`src/rtl/z_result_stage_pkg.sv`:
```
// z_result_stage_pkg: ALU opcodes, stage state encoding and opcode helper shared by the Z result stage.
package z_result_stage_pkg;
  localparam logic [4:0] OP_ADD  = 5'b00011;
  localparam logic [4:0] OP_SUB  = 5'b00100;
  localparam logic [4:0] OP_AND  = 5'b00101;
  localparam logic [4:0] OP_OR   = 5'b00110;
  localparam logic [4:0] OP_ROR  = 5'b00111;
  localparam logic [4:0] OP_ROL  = 5'b01000;
  localparam logic [4:0] OP_SHR  = 5'b01001;
  localparam logic [4:0] OP_SHRA = 5'b01010;
  localparam logic [4:0] OP_SHL  = 5'b01011;
  localparam logic [4:0] OP_ADDI = 5'b01100;
  localparam logic [4:0] OP_ANDI = 5'b01101;
  localparam logic [4:0] OP_ORI  = 5'b01110;
  localparam logic [4:0] OP_DIV  = 5'b01111;
  localparam logic [4:0] OP_MUL  = 5'b10000;
  localparam logic [4:0] OP_NEG  = 5'b10001;
  localparam logic [4:0] OP_NOT  = 5'b10010;
  typedef enum logic [1:0] {S_IDLE, S_CAPTURE, S_WAIT_DIV, S_ERR} state_e;
  function automatic logic is_wide(input logic [4:0] op);
    return op == OP_MUL || op == OP_DIV;
  endfunction
endpackage

```
`src/rtl/z_result_stage_if.sv`:
```
// z_result_stage_if: control/ALU-facing signals of the Z result stage; flag outputs exist only with Z_STAGE_FLAGS_EN.
interface z_result_stage_if;
  logic        start;
  logic [4:0]  op_sel;
  logic [31:0] zhigh_in;
  logic [31:0] zlo_in;
  logic        calc_finished;
  logic [31:0] zhigh_out;
  logic [31:0] zlo_out;
  logic        busy;
  logic        done;
  logic        hi_we;
  logic        timeout_err;
`ifdef Z_STAGE_FLAGS_EN
  logic        zero_flag;
  logic        neg_flag;
  modport master (output start, op_sel, zhigh_in, zlo_in, calc_finished,
                  input zhigh_out, zlo_out, busy, done, hi_we, timeout_err, zero_flag, neg_flag);
  modport slave  (input start, op_sel, zhigh_in, zlo_in, calc_finished,
                  output zhigh_out, zlo_out, busy, done, hi_we, timeout_err, zero_flag, neg_flag);
`else
  modport master (output start, op_sel, zhigh_in, zlo_in, calc_finished,
                  input zhigh_out, zlo_out, busy, done, hi_we, timeout_err);
  modport slave  (input start, op_sel, zhigh_in, zlo_in, calc_finished,
                  output zhigh_out, zlo_out, busy, done, hi_we, timeout_err);
`endif
endinterface

```
`src/rtl/z_stage_timer.sv`:
```
// z_stage_timer: divider wait counter; expired flags the last permitted wait cycle and the count saturates there.
module z_stage_timer #(
  parameter int TIMEOUT = 40
) (
  input  logic clk,
  input  logic reset,
  input  logic clear,
  output logic expired
);
  localparam int W = $clog2(TIMEOUT + 1);
  logic [W-1:0] cnt_q, cnt_d;
  assign expired = cnt_q >= W'(TIMEOUT - 1);
  always_comb cnt_d = clear ? '0 : (expired ? cnt_q : cnt_q + W'(1));
  always_ff @(posedge clk)
    if (reset) cnt_q <= '0;
    else cnt_q <= cnt_d;
endmodule

```
`src/rtl/z_result_stage.sv`:
```
// z_result_stage: registers the ALU Z result after single-cycle ops or divider completion; Z_STAGE_FLAGS_EN adds zero/neg flags.
module z_result_stage
  import z_result_stage_pkg::*;
#(
  parameter int DIV_TIMEOUT = 40
) (
  input logic             clk,
  input logic             reset,
  z_result_stage_if.slave zif
);
  state_e      state_q, state_d;
  logic [4:0]  op_q, op_d;
  logic [31:0] zhi_q, zhi_d, zlo_q, zlo_d;
  logic        done_q, done_d, hi_we_q, hi_we_d, terr_q, terr_d;
  logic        load, expired;
`ifdef Z_STAGE_FLAGS_EN
  logic        zero_q, zero_d, neg_q, neg_d;
`endif
  z_stage_timer #(.TIMEOUT(DIV_TIMEOUT)) u_timer (
    .clk     (clk),
    .reset   (reset),
    .clear   (state_q != S_WAIT_DIV),
    .expired (expired)
  );
  always_comb begin
    state_d = state_q;
    op_d    = op_q;
    zhi_d   = zhi_q;
    zlo_d   = zlo_q;
    done_d  = 1'b0;
    hi_we_d = 1'b0;
    terr_d  = terr_q;
    load    = 1'b0;
    case (state_q)
      S_IDLE: if (zif.start) begin
        op_d    = zif.op_sel;
        terr_d  = 1'b0;
        state_d = zif.op_sel == OP_DIV ? S_WAIT_DIV : S_CAPTURE;
      end
      S_CAPTURE:  load = 1'b1;
      // a divider completion on the expiry edge still counts as a normal capture
      S_WAIT_DIV: if (zif.calc_finished) load = 1'b1; else if (expired) state_d = S_ERR;
      S_ERR: begin
        terr_d  = 1'b1;
        done_d  = 1'b1;
        state_d = S_IDLE;
      end
      default: state_d = S_IDLE;
    endcase
    if (load) begin
      zhi_d   = zif.zhigh_in;
      zlo_d   = zif.zlo_in;
      done_d  = 1'b1;
      hi_we_d = is_wide(op_q);
      state_d = S_IDLE;
    end
  end
`ifdef Z_STAGE_FLAGS_EN
  always_comb begin
    zero_d = zero_q;
    neg_d  = neg_q;
    if (load) begin
      zero_d = zif.zlo_in == '0 && (!is_wide(op_q) || zif.zhigh_in == '0);
      neg_d  = op_q == OP_MUL ? zif.zhigh_in[31] : zif.zlo_in[31];
    end
  end
  always_ff @(posedge clk)
    if (reset) begin
      zero_q <= 1'b0;
      neg_q  <= 1'b0;
    end else begin
      zero_q <= zero_d;
      neg_q  <= neg_d;
    end
  assign zif.zero_flag = zero_q;
  assign zif.neg_flag  = neg_q;
`endif
  always_ff @(posedge clk)
    if (reset) begin
      state_q <= S_IDLE;
      op_q    <= '0;
      zhi_q   <= '0;
      zlo_q   <= '0;
      done_q  <= 1'b0;
      hi_we_q <= 1'b0;
      terr_q  <= 1'b0;
    end else begin
      state_q <= state_d;
      op_q    <= op_d;
      zhi_q   <= zhi_d;
      zlo_q   <= zlo_d;
      done_q  <= done_d;
      hi_we_q <= hi_we_d;
      terr_q  <= terr_d;
    end
  assign zif.zhigh_out   = zhi_q;
  assign zif.zlo_out     = zlo_q;
  assign zif.busy        = state_q != S_IDLE;
  assign zif.done        = done_q;
  assign zif.hi_we       = hi_we_q;
  assign zif.timeout_err = terr_q;
endmodule

```
`src/flat_wrapper.sv`:
```
// flat-port wrapper written by rule: the top's interface ports become plain ports
module z_result_stage_flat import z_result_stage_pkg::*;
#(
  parameter int DIV_TIMEOUT = 40
)
  (clk, reset, zif_start, zif_op_sel, zif_zhigh_in, zif_zlo_in, zif_calc_finished, zif_zhigh_out, zif_zlo_out, zif_busy, zif_done, zif_hi_we, zif_timeout_err);
  z_result_stage_if zif_i ();
  input logic clk;
  input logic reset;
  input wire logic [$bits(zif_i.start)-1:0] zif_start;
  input wire logic [$bits(zif_i.op_sel)-1:0] zif_op_sel;
  input wire logic [$bits(zif_i.zhigh_in)-1:0] zif_zhigh_in;
  input wire logic [$bits(zif_i.zlo_in)-1:0] zif_zlo_in;
  input wire logic [$bits(zif_i.calc_finished)-1:0] zif_calc_finished;
  output wire logic [$bits(zif_i.zhigh_out)-1:0] zif_zhigh_out;
  output wire logic [$bits(zif_i.zlo_out)-1:0] zif_zlo_out;
  output wire logic [$bits(zif_i.busy)-1:0] zif_busy;
  output wire logic [$bits(zif_i.done)-1:0] zif_done;
  output wire logic [$bits(zif_i.hi_we)-1:0] zif_hi_we;
  output wire logic [$bits(zif_i.timeout_err)-1:0] zif_timeout_err;
  assign zif_i.start = zif_start;
  assign zif_i.op_sel = zif_op_sel;
  assign zif_i.zhigh_in = zif_zhigh_in;
  assign zif_i.zlo_in = zif_zlo_in;
  assign zif_i.calc_finished = zif_calc_finished;
  assign zif_zhigh_out = zif_i.zhigh_out;
  assign zif_zlo_out = zif_i.zlo_out;
  assign zif_busy = zif_i.busy;
  assign zif_done = zif_i.done;
  assign zif_hi_we = zif_i.hi_we;
  assign zif_timeout_err = zif_i.timeout_err;
  z_result_stage #(.DIV_TIMEOUT(DIV_TIMEOUT)) u_core (.clk(clk), .reset(reset), .zif(zif_i));
endmodule
```
`config.mk`:
```
export PLATFORM = sky130hd
export DESIGN_NAME = z_result_stage_flat
export DESIGN_NICKNAME = d
export VERILOG_FILES = /design/src/rtl/z_result_stage_pkg.sv /design/src/rtl/z_result_stage_if.sv /design/src/rtl/z_stage_timer.sv /design/src/rtl/z_result_stage.sv /design/src/flat_wrapper.sv
export SDC_FILE = /design/constraint.sdc
export NUM_CORES = 1
export LEC_CHECK = 0
export ABC_CLOCK_PERIOD_IN_PS = 1500
export CORE_MARGIN = 2
export CORE_UTILIZATION = 35
export CTS_CLUSTER_SIZE = 25
export DETAILED_ROUTE_END_ITERATION = 10
export HOLD_SLACK_MARGIN = 0.02
export PLACE_DENSITY = 0.75
export SYNTH_ARGS = -nofsm -noshare
export SYNTH_HDL_FRONTEND = slang
export SYNTH_SLANG_ARGS = --single-unit
```
`constraint.sdc`:
```
create_clock -name clk -period 1.5 [get_ports clk]
set_clock_uncertainty 0.05 [all_clocks]
set_input_delay 0.15 -clock clk [delete_from_list [all_inputs] [get_ports clk]]
set_output_delay 0.15 -clock clk [all_outputs]
set_load 0.01 [all_outputs]
```
# == Word level (Yosys, flattened, before mapping) ==
# Index checks and enable logic that the tools add are counted.
# W data, S select, Z words.
# op_classes
add_sub_neg,1
magnitude_cmp,1
n_eq_ne,10
n_mux,11
bitwise,1
n_reduce_logical,11
# ops
op,n
$eq A5 B4 Y1 const B,2
$mux W2,4
$ne A2 B2 Y1 const B,4
$add A6 B1 Y6 const B,1
$ge A6 B6 Y1 const B,1
$pmux W2 S3,1
$reduce_or A2 Y1,3
$eq A5 B5 Y1 const B,1
$eq A2 B2 Y1 const B,2
$mux W1,4
$pmux W1 S2,2
$reduce_and A2 Y1,2
$reduce_and A4 Y1,1
$reduce_bool A2 Y1,2
$reduce_bool A3 Y1,1
$eq A2 B1 Y1 const B,1
$logic_not A2 Y1,1
$logic_or A1 B1 Y1,1
$not A1 Y1,1
# word_totals
register_bits,80
input_bits,73
elab_cells,43

# == Logic depth before layout (Yosys ltp) ==
# Gate-level depths: netlist of the first run.
# depth
depth_word,4
depth_mapped,8

# == Hierarchy ==
# A second synthesis of the first run with hierarchy kept.
# hier_totals
cells_unflattened,233
area_unflattened_um2,2862.7
# modules_own_cells
mod,n_inst,cells_per_inst,area_per_inst_um2,seq_area_each_um2
z_result_stage,1,204,2577.5,1481.4
z_stage_timer,1,29,285.3,120.1

# == Worst setup path before layout of the first run ==
# Ideal clock, no wire load.
# synth_path
path_type,register -> register
from,register u_core.state_q[0]
to,register u_core.state_q[1]
arrival_time_ps,1484
required_time_ps,1323
path_slack_ps,-162
stages_incl_launch_ff,8
path_buffers,1
synth_period_minus_slack_ps,1662
path_cell_list,dfxtp_1 -> inv_1 -> ha_1 -> clkbuf_1 -> nor2b_1 -> a211o_1 -> o311ai_1 -> o21ai_1
# synth_between
elab_chain_len,3
# synth_rtl
item,line,source
from (decl),z_result_stage.sv:11,"state_e state_q, state_d;"
from (signal assigned),z_result_stage.sv:88,state_q <= state_d;
"$eq A2 B2 Y1, or another cell as far along",z_result_stage.sv:34,case (state_q)
"$ne A2 B2 Y1 (no line), or another cell as far along",n/a,
$reduce_and A4 Y1 (no line) / $reduce_or A2 Y1 (equally long branches),n/a,
# Several ways; a longest one is shown, not always the timed one.
# A chain may end at the register's enable or synchronous reset.

# == Final worst setup path of the first run ==
# layout_path
from,register u_core.state_q[0]
to,"register u_core.zhi_q[21], in the netlist u_core.zif.zhigh_out[21]"
# layout_between
elab_chain_len,2
# layout_rtl
item,line,source
$eq A2 B2 Y1 / $eq A2 B1 Y1 (equally long branches),z_result_stage.sv:34,
$pmux W1 S2 (*),z_result_stage.sv:34,
to (signal assigned),z_result_stage.sv:90,zhi_q <= zhi_d;
to (decl),z_result_stage.sv:13,"logic [31:0] zhi_q, zhi_d, zlo_q, zlo_d;"
# Every way passes the cells marked *; elsewhere a longest branch is shown, timed or not.

==> impl_metrics.csv, run 1 <==
group,metric,value,unit
timing,final.min_clock_period,1.58,ns
placed_design,post-dp-hpwl,4870,microns
flow_run,max-cap-violations,0,
synth,synth_seq_cells,80,
synth,synth_cells,237,
synth,avgSynthCellArea,11.5,sq um
outcome,violations,"setup timing",
floorplanning,chipHeight,92.2,microns
synth,ys_types,34,
critical_path,cp_slowest_stage_delay,0.39,ns
floorplanning,io-pin-count,141,
timing,setup_slack,-0.0821,ns
timing,finalHoldViolations,0,
global_routing,grt-ovfl-total,0,
drt,ant_nets,0,
power_and_ir_drop,sw_frac_of_total,23.8,%
critical_path,crit_chain,"inv_6, ha_4, a21o_1, a21oi_4, buf_8, clkbuf_16, a22o_1",
critical_path,setup.worst_path.start_class,"register",
floorplanning,rows,32,
drt,num_vias,2450,
synth,yosysSeqAreaShare,58.8,%
global_routing,grt_max_degree,39,
timing,slew_headroom,84.4,%
outcome,status,"complete, but fails checks",
floorplanning,die_area,8500,sq um
floorplanning,core_area,7650,sq um
cells_and_area,post-route-cell-area,4820,sq um
power_and_ir_drop,p_sw,1.18,mW
synth,syn-num-nets,315,
placed_design,post_dp_cell_area,4330,sq um
cells_and_area,multi_input_area,1070,sq um
clocking,clk_pin_slew,0.08,ns
timing,rsz0062_at_grt,"true",
power_and_ir_drop,p_int,3.79,mW
timing,drv_slew,0,
placed_design,place_congestion,0.835,
power_and_ir_drop,power_density,1030,nW/um^2
synth,syn-cell-area,2720,sq um
cells_and_area,fin_util,63.0,%
drt,drt_iter0_drc,56,
floorplanning,initial_core_util,35.6,%
critical_path,critPathLaunch,"u_core.state_q[0]$_SDFFE_PP0P_",
drt,finalWirelength,7580,microns
cells_and_area,instances_no_fill,506,
drt,wire_per_inst,15.0,microns
min_path,hold_class,"in2reg",
cells_and_area,n_antenna_cell,0,
power_and_ir_drop,power.leakage,1.86,nW
clocking,root_buffer,"clkbuf_8",
clocking,cts_max_level,3,
global_routing,antenna_found_initial,0,
timing,finalCritPeriodShare,105,%
timing,holdWs,0.350,ns
critical_path,path_depth,7,
critical_path,required,1.73,ns
drt,avgViaCountPerCell,4.84,
timing,worst_pin_slew,0.234,ns
placed_design,placed_cells,478,
global_routing,grt_first_pass_wirelength,11500,microns
critical_path,arrival,1.81,ns
critical_path,worst-path-buf-inv,3,
clocking,clkSinkCount,80,
power_and_ir_drop,clockPowerShare,34.0,%
power_and_ir_drop,combPwrFrac,19.6,%
critical_path,critPathTopFamily,"compound AO/OA/AOI/OAI gates",
critical_path,slowest_stage,"dfxtp_4",
clocking,cts_max_path_buffers,2,
power_and_ir_drop,irDropWorstVdd,0.708,mV
timing,setup_viol,64,
global_routing,track_usage,16.9,%
drt,drc,0,
critical_path,rr_endpoint,"u_core.zif.zhigh_out[21]$_SDFFE_PP0P_",
synth,yosys_warnings,0,
clocking,numCtsBuffers,9,
critical_path,end_kind,"register",
critical_path,cp_max_fo,5,
critical_path,r2r-start,"u_core.state_q[0]$_SDFFE_PP0P_",
critical_path,path_class,"reg2reg",
critical_path,crit_path_end,"u_core.zif.zhigh_out[21]$_SDFFE_PP0P_",
cells_and_area,area_growth,76.9,%
timing,finalSetupTns,-2.73,ns
cells_and_area,drive_gt1_share,14.1,%
floorplanning,die_x,92.2,microns
power_and_ir_drop,seqPwrFrac,46.4,%
power_and_ir_drop,power,4.97,mW
clocking,cts_tree,"built",
cells_and_area,nets,477,
cells_and_area,register_area,1610,sq um
timing,max_freq,632,MHz
placed_design,preCtsSetupSlack,-0.105,ns
clocking,clk_latency,0.33,ns
placed_design,portBuffers,140,
global_routing,grt_pass1_vias,2427,
critical_path,rr_worst_depth,7,
critical_path,rrSetupSlack,-0.08,ns
cells_and_area,fillers,614,
drt,firstDrtPassIters,4,
## Yosys cell counts
cell type  count  area, sq um
a211oi_1       2         15.0
o21ai_1        1         5.00
a21oi_1        9         45.0
buf_2          4         20.0
a21o_1         1         7.51
nand3b_1       1         7.51
nor3_1         2         10.0
buf_6          1         11.3
a22o_1        64          561
and2_1         1         6.26
xnor2_1        2         17.5
ha_1           5         62.6
a31oi_1        1         6.26
inv_1          6         22.5
nand4_1        1         6.26
xor2_1         1         8.76
clkbuf_1       1         3.75
nand4b_1       1         8.76
buf_4          9         67.6
dfxtp_1       80         1600
a21boi_1       1         7.51
o311ai_1       1         8.76
nor2b_1        1         6.26
a21oi_2        1         8.76
or3_1          1         6.26
nand2_1       14         52.6
a211o_1        2         17.5
o21ai_0        2         10.0
nand3_1        8         40.0
nor2_4         1         11.3
nor2_1         9         33.8
nand2b_1       1         6.26
o221a_2        1         11.3
o2111ai_1      1         8.76
## power groups by stage
stage / Clock [mW] / Sequential [mW] / Combinational (mW)
after floorplan: 0 / 2.39 / 0.281
after global placement: 0 / 2.35 / 0.810
after detailed placement: 0 / 2.35 / 0.824
after CTS: 1.74 / 2.31 / 0.922
after global routing: 1.84 / 2.32 / 1.04
final: 1.69 / 2.31 / 0.972
## registers in the layout, indices dropped and copies added, names as in the netlist
register,count
u_core.op_q,5
u_core.state_q,2
u_core.u_timer.cnt_q,6
u_core.zif.done,1
u_core.zif.hi_we,1
u_core.zif.timeout_err,1
u_core.zif.zhigh_out,32
u_core.zif.zlo_out,32
## layer usage
metal	GRT usage [%]	wire, microns
met1	20.9	3350
met3	6.49	532
met4	4.60	73
met5	0	0
met2	27.5	3630
## layout make-up
type | count | area share (%)
Clock inverter | 5 | 1.69
Multi-Input combinational cell | 136 | 22.3
Clock buffer | 11 | 2.73
Timing Repair Buffer | 166 | 36.6
Sequential cell | 80 | 33.4
Inverter | 6 | 0.623
Tap cell | 102 | 2.65
## repair_timing
action,4_1_cts,5_1_grt
hold buffers,0,0
setup endpoints to repair,67,71
pin swaps,7,13
buffers inserted,5,2
cloned,3,3
gates resized for setup,15,10
## cells in the final DEF (no fill, tap or decap), types with 2 or more instances in the layout
master and count:
clkdlybuf4s50_1 138, dfxtp_1 78, a22o_1 64, buf_4 14, nand2_1 13, a21oi_1 9
nor2_1 9, clkbuf_8 9, nand3_1 8, inv_1 4, ha_4 3, buf_16 3
clkbuf_16 3, buf_12 3, a211oi_2 2, a211o_1 2, o21ai_1 2, xnor2_1 2
nor3_1 2, clkbuf_1 2, bufinv_16 2, buf_6 2, dfxtp_4 2
## kinds of logic after synthesis
group,count (synthesis),share of synthesized area [%]
AND/OR/NAND/NOR,41,7.17
XOR/XNOR,3,0.965
adder cells (fa/ha/maj),5,2.30
AO/OA/AOI/OAI,87,26.1
flip-flops,80,58.8
buffers and inverters,21,4.60
## worst min path at each step
stage | start | to | cells after the start
detailed placement | u_core.zif.zhigh_out[20]$_SDFFE_PP0P_ | u_core.zif.zhigh_out[20]$_SDFFE_PP0P_ | 1
floorplan | zif_zhigh_in[2] | u_core.zif.zhigh_out[2]$_SDFFE_PP0P_ | 1
finish | zif_zlo_in[10] | u_core.zif.zlo_out[10]$_SDFFE_PP0P_ | 2
global route | zif_zlo_in[8] | u_core.zif.zlo_out[8]$_SDFFE_PP0P_ | 2
CTS | zif_zlo_in[7] | u_core.zif.zlo_out[7]$_SDFFE_PP0P_ | 2
global placement | u_core.zif.zlo_out[19]$_SDFFE_PP0P_ | u_core.zif.zlo_out[19]$_SDFFE_PP0P_ | 1
Note: power is estimated with default switching activity, not from simulation.
==> run 2: changes to the inputs <==
Settings changed: ABC_AREA set to 0.
==> results of run 2 <==
Final layout, timing and power as in run 1 (identical DEF).
==> run 3: changes to the inputs <==
Settings changed: CTS_CLUSTER_DIAMETER set to 150.
==> results of run 3 <==
Final layout, timing and power as in run 1 (identical DEF).
